`src/rtl/vga_timing_pkg.sv`:
```
// Shared VGA raster constants: 640x480@60 defaults, an 800x600@60 alternate set,
// and the output bundle registered by the timing generator.
package vga_timing_pkg;

  function automatic int unsigned span_total(input int unsigned active, input int unsigned fp,
                                             input int unsigned sync, input int unsigned bp);
    return active + fp + sync + bp;
  endfunction

  // 640x480@60, 25.175 MHz pixel clock
  localparam int unsigned VGA_H_ACTIVE = 640;
  localparam int unsigned VGA_H_FP     = 16;
  localparam int unsigned VGA_H_SYNC   = 96;
  localparam int unsigned VGA_H_BP     = 48;
  localparam int unsigned VGA_V_ACTIVE = 480;
  localparam int unsigned VGA_V_FP     = 10;
  localparam int unsigned VGA_V_SYNC   = 2;
  localparam int unsigned VGA_V_BP     = 33;
  localparam bit          VGA_HS_POL   = 1'b0;
  localparam bit          VGA_VS_POL   = 1'b0;
  localparam int unsigned VGA_CW       = 10;
  localparam int unsigned VGA_H_TOTAL  = span_total(VGA_H_ACTIVE, VGA_H_FP, VGA_H_SYNC, VGA_H_BP);
  localparam int unsigned VGA_V_TOTAL  = span_total(VGA_V_ACTIVE, VGA_V_FP, VGA_V_SYNC, VGA_V_BP);

  // 800x600@60, 40 MHz pixel clock, positive syncs
  localparam int unsigned SVGA_H_ACTIVE = 800;
  localparam int unsigned SVGA_H_FP     = 40;
  localparam int unsigned SVGA_H_SYNC   = 128;
  localparam int unsigned SVGA_H_BP     = 88;
  localparam int unsigned SVGA_V_ACTIVE = 600;
  localparam int unsigned SVGA_V_FP     = 1;
  localparam int unsigned SVGA_V_SYNC   = 4;
  localparam int unsigned SVGA_V_BP     = 23;
  localparam bit          SVGA_HS_POL   = 1'b1;
  localparam bit          SVGA_VS_POL   = 1'b1;
  localparam int unsigned SVGA_CW       = 11;
  localparam int unsigned SVGA_H_TOTAL  = span_total(SVGA_H_ACTIVE, SVGA_H_FP, SVGA_H_SYNC, SVGA_H_BP);
  localparam int unsigned SVGA_V_TOTAL  = span_total(SVGA_V_ACTIVE, SVGA_V_FP, SVGA_V_SYNC, SVGA_V_BP);

  typedef struct packed {
    logic hsync;
    logic vsync;
    logic video_on;
    logic line_start;
    logic frame_start;
  } vga_ctrl_t;

endpackage

```
`src/rtl/vga_timing_gen_pixel_tick.sv`:
```
// Pixel-rate enable: one-clk pulse every CLK_DIV system clocks while en is high.
module pixel_tick_gen #(
  parameter int unsigned CLK_DIV = 4
) (
  input  logic clk,
  input  logic rst,
  input  logic en,
  output logic pixel_tick
);

  logic tick_q, tick_d;

  generate
    if (CLK_DIV <= 1) begin : g_nodiv
      always_comb tick_d = en;
    end else begin : g_div
      localparam int unsigned DW = $clog2(CLK_DIV);
      localparam logic [DW-1:0] DIV_LAST = DW'(CLK_DIV - 1);

      logic [DW-1:0] div_q, div_d;

      // Dropping en restarts the divider so the first tick lands CLK_DIV clks after en rises
      always_comb begin
        div_d  = '0;
        tick_d = 1'b0;
        if (en) begin
          tick_d = (div_q == DIV_LAST);
          div_d  = tick_d ? '0 : div_q + DW'(1);
        end
      end

      always_ff @(posedge clk or posedge rst) begin
        if (rst) div_q <= '0;
        else     div_q <= div_d;
      end
    end
  endgenerate

  always_ff @(posedge clk or posedge rst) begin
    if (rst) tick_q <= 1'b0;
    else     tick_q <= tick_d;
  end

  assign pixel_tick = tick_q;

endmodule

```
`src/rtl/vga_timing_gen.sv`:
```
// Parametrised VGA raster timing: pixel counters plus sync, video_on and line/frame
// strobes, all registered from the next counter values so they share one clk.
module vga_timing_gen
  import vga_timing_pkg::*;
#(
  parameter int unsigned CLK_DIV  = 4,
  parameter int unsigned H_ACTIVE = VGA_H_ACTIVE,
  parameter int unsigned H_FP     = VGA_H_FP,
  parameter int unsigned H_SYNC   = VGA_H_SYNC,
  parameter int unsigned H_BP     = VGA_H_BP,
  parameter int unsigned V_ACTIVE = VGA_V_ACTIVE,
  parameter int unsigned V_FP     = VGA_V_FP,
  parameter int unsigned V_SYNC   = VGA_V_SYNC,
  parameter int unsigned V_BP     = VGA_V_BP,
  parameter bit          HS_POL   = VGA_HS_POL,
  parameter bit          VS_POL   = VGA_VS_POL,
  parameter int unsigned CW       = VGA_CW
) (
  input  logic          clk,
  input  logic          rst,
  input  logic          en,
  output logic          pixel_tick,
  output logic [CW-1:0] pixel_x,
  output logic [CW-1:0] pixel_y,
  output logic          hsync,
  output logic          vsync,
  output logic          video_on,
  output logic          line_start,
  output logic          frame_start
);

  localparam int unsigned H_TOTAL = span_total(H_ACTIVE, H_FP, H_SYNC, H_BP);
  localparam int unsigned V_TOTAL = span_total(V_ACTIVE, V_FP, V_SYNC, V_BP);

  generate
    if (((H_TOTAL - 1) >> CW) != 0 || ((V_TOTAL - 1) >> CW) != 0) begin : g_bad_cw
      $error("vga_timing_gen: CW=%0d cannot hold H_TOTAL-1=%0d / V_TOTAL-1=%0d",
             CW, H_TOTAL - 1, V_TOTAL - 1);
    end
    if (CLK_DIV < 1) begin : g_bad_div
      $error("vga_timing_gen: CLK_DIV must be >= 1");
    end
    if (H_FP == 0 || H_SYNC == 0 || H_BP == 0 || V_FP == 0 || V_SYNC == 0 || V_BP == 0) begin : g_bad_porch
      $error("vga_timing_gen: porch and sync widths must be non-zero");
    end
  endgenerate

  localparam logic [CW-1:0] X_LAST   = CW'(H_TOTAL - 1);
  localparam logic [CW-1:0] Y_LAST   = CW'(V_TOTAL - 1);
  localparam logic [CW-1:0] X_ACTIVE = CW'(H_ACTIVE);
  localparam logic [CW-1:0] Y_ACTIVE = CW'(V_ACTIVE);
  localparam logic [CW-1:0] HS_START = CW'(H_ACTIVE + H_FP);
  localparam logic [CW-1:0] HS_END   = CW'(H_ACTIVE + H_FP + H_SYNC);
  localparam logic [CW-1:0] VS_START = CW'(V_ACTIVE + V_FP);
  localparam logic [CW-1:0] VS_END   = CW'(V_ACTIVE + V_FP + V_SYNC);

  localparam vga_ctrl_t CTRL_IDLE = '{hsync: ~HS_POL, vsync: ~VS_POL, video_on: 1'b0,
                                      line_start: 1'b0, frame_start: 1'b0};

  logic          tick;
  logic [CW-1:0] x_q, x_d, y_q, y_d;
  vga_ctrl_t     ctrl_q, ctrl_d;
  logic          x_wrap, y_wrap;

  pixel_tick_gen #(.CLK_DIV(CLK_DIV)) u_pixel_tick (
    .clk        (clk),
    .rst        (rst),
    .en         (en),
    .pixel_tick (tick)
  );

  assign x_wrap = (x_q == X_LAST);
  assign y_wrap = (y_q == Y_LAST);

  always_comb begin
    x_d = x_q;
    y_d = y_q;
    if (!en) begin
      x_d = '0;
      y_d = '0;
    end else if (tick) begin
      x_d = x_wrap ? '0 : x_q + CW'(1);
      if (x_wrap) y_d = y_wrap ? '0 : y_q + CW'(1);
    end
  end

  // Decode from x_d/y_d so the registered outputs line up with the counters
  always_comb begin
    ctrl_d = CTRL_IDLE;
    if (en) begin
      ctrl_d.hsync       = (x_d >= HS_START && x_d < HS_END) ? HS_POL : ~HS_POL;
      ctrl_d.vsync       = (y_d >= VS_START && y_d < VS_END) ? VS_POL : ~VS_POL;
      ctrl_d.video_on    = (x_d < X_ACTIVE) && (y_d < Y_ACTIVE);
      ctrl_d.line_start  = tick && x_wrap;
      ctrl_d.frame_start = tick && x_wrap && y_wrap;
    end
  end

  always_ff @(posedge clk or posedge rst) begin
    if (rst) begin
      x_q    <= '0;
      y_q    <= '0;
      ctrl_q <= CTRL_IDLE;
    end else begin
      x_q    <= x_d;
      y_q    <= y_d;
      ctrl_q <= ctrl_d;
    end
  end

  assign pixel_tick  = tick;
  assign pixel_x     = x_q;
  assign pixel_y     = y_q;
  assign hsync       = ctrl_q.hsync;
  assign vsync       = ctrl_q.vsync;
  assign video_on    = ctrl_q.video_on;
  assign line_start  = ctrl_q.line_start;
  assign frame_start = ctrl_q.frame_start;

endmodule

```
`config.mk`:
```
export PLATFORM = sky130hd
export DESIGN_NAME = vga_timing_gen
export DESIGN_NICKNAME = d
export VERILOG_FILES = /design/src/rtl/vga_timing_pkg.sv /design/src/rtl/vga_timing_gen_pixel_tick.sv /design/src/rtl/vga_timing_gen.sv
export SDC_FILE = /design/constraint.sdc
export NUM_CORES = 1
export LEC_CHECK = 0
export BUFFER_PORTS_ARGS = -buffer_cell sky130_fd_sc_hd__buf_2
export CORE_AREA = 2 2 69 71
export DETAILED_ROUTE_END_ITERATION = 12
export DIE_AREA = 0 0 71 73
export PLACE_DENSITY_LB_ADDON = 0.1
export RECOVER_POWER = 100
export SYNTH_ARGS = -nofsm -noshare
export SYNTH_HDL_FRONTEND = slang
export SYNTH_HIERARCHICAL = 1
export SYNTH_SLANG_ARGS = --single-unit
```
`constraint.sdc`:
```
create_clock -name clk -period 2.4 [get_ports clk]
set_input_delay 0.36 -clock clk [delete_from_list [all_inputs] [get_ports clk]]
set_output_delay 0.36 -clock clk [all_outputs]
set_load 0.05 [all_outputs]
```
# Word level (Yosys, flattened, before mapping)
# Cells that the tools add are included.
[totals]
reg_bits = 28
latch_bits = 0
ram_bits = 0
rom_bits = 0
inputBits = 3
word_cells = 39
memories = 0
[op_classes]
addsub = 3
mul = 0
div = 0
magnitude_cmp = 6
eq_ne = 3
n_shift = 0
muxes = 13
bitwise = 0
reduce_logical = 5
[ops]
columns = ["operator", "n"]
rows = [
  ["$mux W10", 7],
  ["$add A10 B1 Y10 const B", 2],
  ["$eq A10 B10 Y1 const B", 2],
  ["$lt A10 B10 Y1 const B", 2],
  ["$lt A10 B9 Y1 const B", 2],
  ["$ge A10 B10 Y1 const B", 1],
  ["$ge A10 B9 Y1 const B", 1],
  ["$logic_and A1 B1 Y1", 5],
  ["$mux W5", 1],
  ["$mux W2", 2],
  ["$mux W1", 3],
  ["$add A2 B1 Y2 const B", 1],
  ["$eq A2 B2 Y1 const B", 1],
]

# Logic depth before layout (Yosys ltp)
[depth]
ltp_word = 9
ltp_mapped = 8

# Cells and area by module
# Netlist, hierarchy kept.
[by_module_without_submodules]
columns = ["mod", "n_inst", "cells_each", "area_each_um2", "seq_area_each_um2"]
rows = [
  ["vga_timing_gen", 1, 146, 1402.6, 628.1],
  ["pixel_tick_gen", 1, 8, 117.6, 75.1],
]

# Worst setup path before layout
# No wires, ideal clock.
[synth_timing]
path_type = "register to register"
from = "reg x_q[3] (netlist: pixel_x[3])"
to = "reg ctrl_q (netlist bit video_on)"
setup_time_ns = 0.100
t_arrival_ns = 2.364
required_time_ns = 2.300
slack_ns = -0.065
stages_incl_launch_ff = 8
period_less_slack_ns = 2.465
cell_sequence = "dfrtp_1 -> buf_2 -> or4b_4 -> or3_4 -> o21ai_4 -> nand2b_1 -> nor4_2 -> nor4bb_1"
[synth_lines]
columns = ["element", "line_no", "rtl"]
rows = [
  ["from (decl)", "vga_timing_gen.sv:61", "logic [CW-1:0] x_q, x_d, y_q, y_d;"],
  ["from (signal assigned)", "vga_timing_gen.sv:101", "x_q <= '0;"],
  ["from (signal assigned)", "vga_timing_gen.sv:105", "x_q <= x_d;"],
  ["to (signal assigned)", "vga_timing_gen.sv:107", "ctrl_q <= ctrl_d;"],
  ["to (decl)", "vga_timing_gen.sv:62", "vga_ctrl_t ctrl_q, ctrl_d;"],
]

==> flow_metrics.env <==
export IMPL_status="complete, no violations"
export IMPL_wirelength_um=3485
export IMPL_final_util_pct=38.87
export IMPL_std_cell_rows=25
export IMPL_hpwl_um=2626
export IMPL_clk_pin_slew_ns=0.10
export IMPL_worstPathArrival_ns=2.42
export IMPL_p_comb_share_pct=5.1
export IMPL_antenna_found_initial=0
export IMPL_synth_simple_area_share_pct=30.04
export IMPL_synthTopCellsByArea="dfrtp_1, xor2_1, xnor2_1"
export IMPL_end_kind="flip-flop"
export IMPL_syn_area_um2=1520
export IMPL_drive_gt1_share_pct=11.29
export IMPL_cap_violations=0
export IMPL_clock_sinks=28
export IMPL_cp_data_required_time_ns=2.58
export IMPL_area_growth_syn_to_layout_pct=15.97
export IMPL_finalPower_mw=0.8198
export IMPL_drv_slew=0
export IMPL_relSlewSlack_pct=58.12
export IMPL_syn_num_nets=161
export IMPL_synth_cells=154
export IMPL_clkPwrFrac_pct=36.2
export IMPL_place_inst=234
export IMPL_overflow=0
export IMPL_fmax_mhz=445.9
export IMPL_track_usage_pct=14.50
export IMPL_whs_ns=0.4151
export IMPL_power_net_switching_mw=0.1841
export IMPL_drcViolationCount=0
export IMPL_synth_seq_cells=28
export IMPL_fin_crit_ns=2.243
export IMPL_finalHoldViolCount=0
export IMPL_root_buffer="clkbuf_8"
export IMPL_grt_first_pass_wirelength_um=5816
export IMPL_routedWlPerCell_um=14.52
export IMPL_synth_top_family_by_area="simple AND/OR/NAND/NOR gates"
export IMPL_die_h_um=73
export IMPL_drt_first_pass_iters=4
export IMPL_synthXorXnorAreaFrac_pct=10.95
export IMPL_grt_start_max_net_pins=16
export IMPL_critPathLaunchType="flip-flop"
export IMPL_p_seq_share_pct=58.6
export IMPL_reg2regPathDepth=6
export IMPL_numPortBuffers=28
export IMPL_drtAntennaViolNets=0
export IMPL_finalCritPeriodShare_pct=93.45
export IMPL_critPathMaxFanout=7
export IMPL_ir_worst_vdd_v=0.0002601
export IMPL_clk_latency_ns=0.28
export IMPL_design_core_area_um2=4536
export IMPL_dpl_cell_area_um2=1740
export IMPL_fin_ws_ns=0.1572
export IMPL_ys_seq_area_share_pct=46.26
export IMPL_dieArea_um2=5183
export IMPL_whs_path_depth=2
export IMPL_tritoncts="done"
export IMPL_final_cell_mix="clkbuf_1, dfrtp_1, nor2_1, nand4_1, xor2_1"
export IMPL_synth_top_area_share_pct=42.80
export IMPL_drt_iter0_markers=72
export IMPL_synth_compound_area_share_pct=4.774
export IMPL_syn_area_per_cell_um2=9.871
export IMPL_synth_area_mux_share_pct=0.6584
export IMPL_power_share_switching_pct=22.46
export IMPL_power_internal_mw=0.6356
export IMPL_yosysUniqueCellTypes=37
export IMPL_synth_largest_area_cell="dfrtp_1"
export IMPL_start_util_pct=33.52
export IMPL_ys_warn_count=6
export IMPL_synth_adder_area_share_pct=3.292
export IMPL_fp_dieW_um=71
export IMPL_holdCritPathClass="input pin to flip-flop"
export IMPL_rsz0062_at_grt="no"
export IMPL_htreeDepth=1
export IMPL_worst_pin_slew_ns=0.6282
export IMPL_grt_pass1_vias=1168
export IMPL_antennaDiodeCount=0
export IMPL_dpl_worst_slack_ns=0.1637
export IMPL_p_per_area_nw_per_um2=465.0
export IMPL_layout_commonest_cell="clkbuf_1"
export IMPL_skew_ns=0.006167
export IMPL_ios=29
export IMPL_gp_congestion=0.8425
export IMPL_nNetsFinal=194
export IMPL_vias=1222
export IMPL_clk_path_buf_depth=2
export IMPL_vias_per_cell=5.092
export IMPL_crit_type="flip-flop to flip-flop"
export IMPL_final_setup_tns_ns=0
export IMPL_fin_cells=240
export IMPL_numCtsBuffers=3
export IMPL_postLayoutCellArea_um2=1763
export IMPL_finalSetupViolCount=0
export IMPL_p_leak_nw=0.7412
==> flip-flops by register name, summed over array words and instances (netlist names) <==
| name | flops |
|---|---|
| pixel_y | 10 |
| pixel_x | 10 |
| u_pixel_tick/g_div.div_q | 2 |
| vsync | 1 |
| line_start | 1 |
| video_on | 1 |
| u_pixel_tick/pixel_tick | 1 |
| hsync | 1 |
| frame_start | 1 |
==> cell families (layout without fill, tap and decap cells) <==
family	after synthesis	in the layout
and+or+nand+nor	78	78
DFF	28	28
xor gates and xnor gates	19	19
buffers and inverters	14	46
AOI/OAI and AO/OA	10	10
adders and majority gates	4	4
muxes	1	1
==> final timing paths <==
check                                                           start  slack, ns                                    end
worst max register to register                   pixel_x[7]$_DFF_PP0_       0.16                     video_on$_DFF_PP0_
worst min-delay path                                               en       0.42                        hsync$_DFF_PP1_
max in group asynchronous                                         rst       0.79                   pixel_y[4]$_DFF_PP0_
worst min register to register  u_pixel_tick/g_div.div_q[0]$_DFF_PP0_       0.44  u_pixel_tick/g_div.div_q[0]$_DFF_PP0_
worst max-delay path                             pixel_x[7]$_DFF_PP0_       0.16                     video_on$_DFF_PP0_
min in group asynchronous                                         rst       0.48      u_pixel_tick/pixel_tick$_DFF_PP0_
==> synthesized netlist by cell type, drive strengths merged <==
| cell | count |
|---|---|
| a21oi | 3 |
| a22oi | 1 |
| a31o | 1 |
| and2 | 7 |
| and3 | 5 |
| and4 | 3 |
| buf | 2 |
| clkbuf | 7 |
| dfrtp | 26 |
| dfstp | 2 |
| ha | 4 |
| inv | 5 |
| mux2i | 1 |
| nand2 | 9 |
| nand2b | 3 |
| nand3 | 9 |
| nand4 | 10 |
| nor2 | 14 |
| nor2b | 2 |
| nor3 | 5 |
| nor3b | 3 |
| nor4 | 3 |
| nor4b | 1 |
| nor4bb | 1 |
| o21ai | 4 |
| o311a | 1 |
| or3 | 2 |
| or4b | 1 |
| xnor2 | 9 |
| xor2 | 10 |
==> per-layer routing <==
metal | up-vias | global-route usage [%] | wire (um)
li1 | 596 | - | -
met1 | 599 | 21.74 | 1754
met2 | 25 | 21.39 | 1566
met3 | 2 | 3.729 | 148
met4 | 0 | 2.516 | 15
met5 | - | 0 | 0
==> final cells by class <==
class / count / area (um^2)
Tap cell: 54 / 67.56
Fill cell: 483 / 2773
Timing Repair Buffer: 37 / 165.2
Clock buffer: 4 / 55.05
Sequential cell: 28 / 705.7
Inverter: 5 / 18.77
Multi-Input combinational cell: 112 / 750.7
==> critical path: stages (launching register included) <==
cell	delay, ns
dfrtp_1	0.42
or4b_4	0.56
or3_4	0.39
o21ai_4	0.24
nand2b_1	0.19
nor4_2	0.07
nor4bb_1	0.28
==> power groups by stage <==
stage	combinational [mW]	sequential, mW	clock, mW
6_report	0.0421	0.481	0.297
5_1_grt	0.0487	0.481	0.330
4_1_cts	0.0466	0.481	0.305
3_5_place_dp	0.0452	0.490	0
3_3_place_gp	0.0434	0.490	0
2_1_floorplan	0.0216	0.497	0
==> timing repair <==
item | 4_1_cts | 5_1_grt
buffers inserted | 0 | 1
hold endpoints to repair | 3 | 0
hold buffers | 1 | 0
endpoints found under the setup margin | 0 | 1
resized for setup | 0 | 0
No activity file was read; power rests on OpenSTA's default activity.
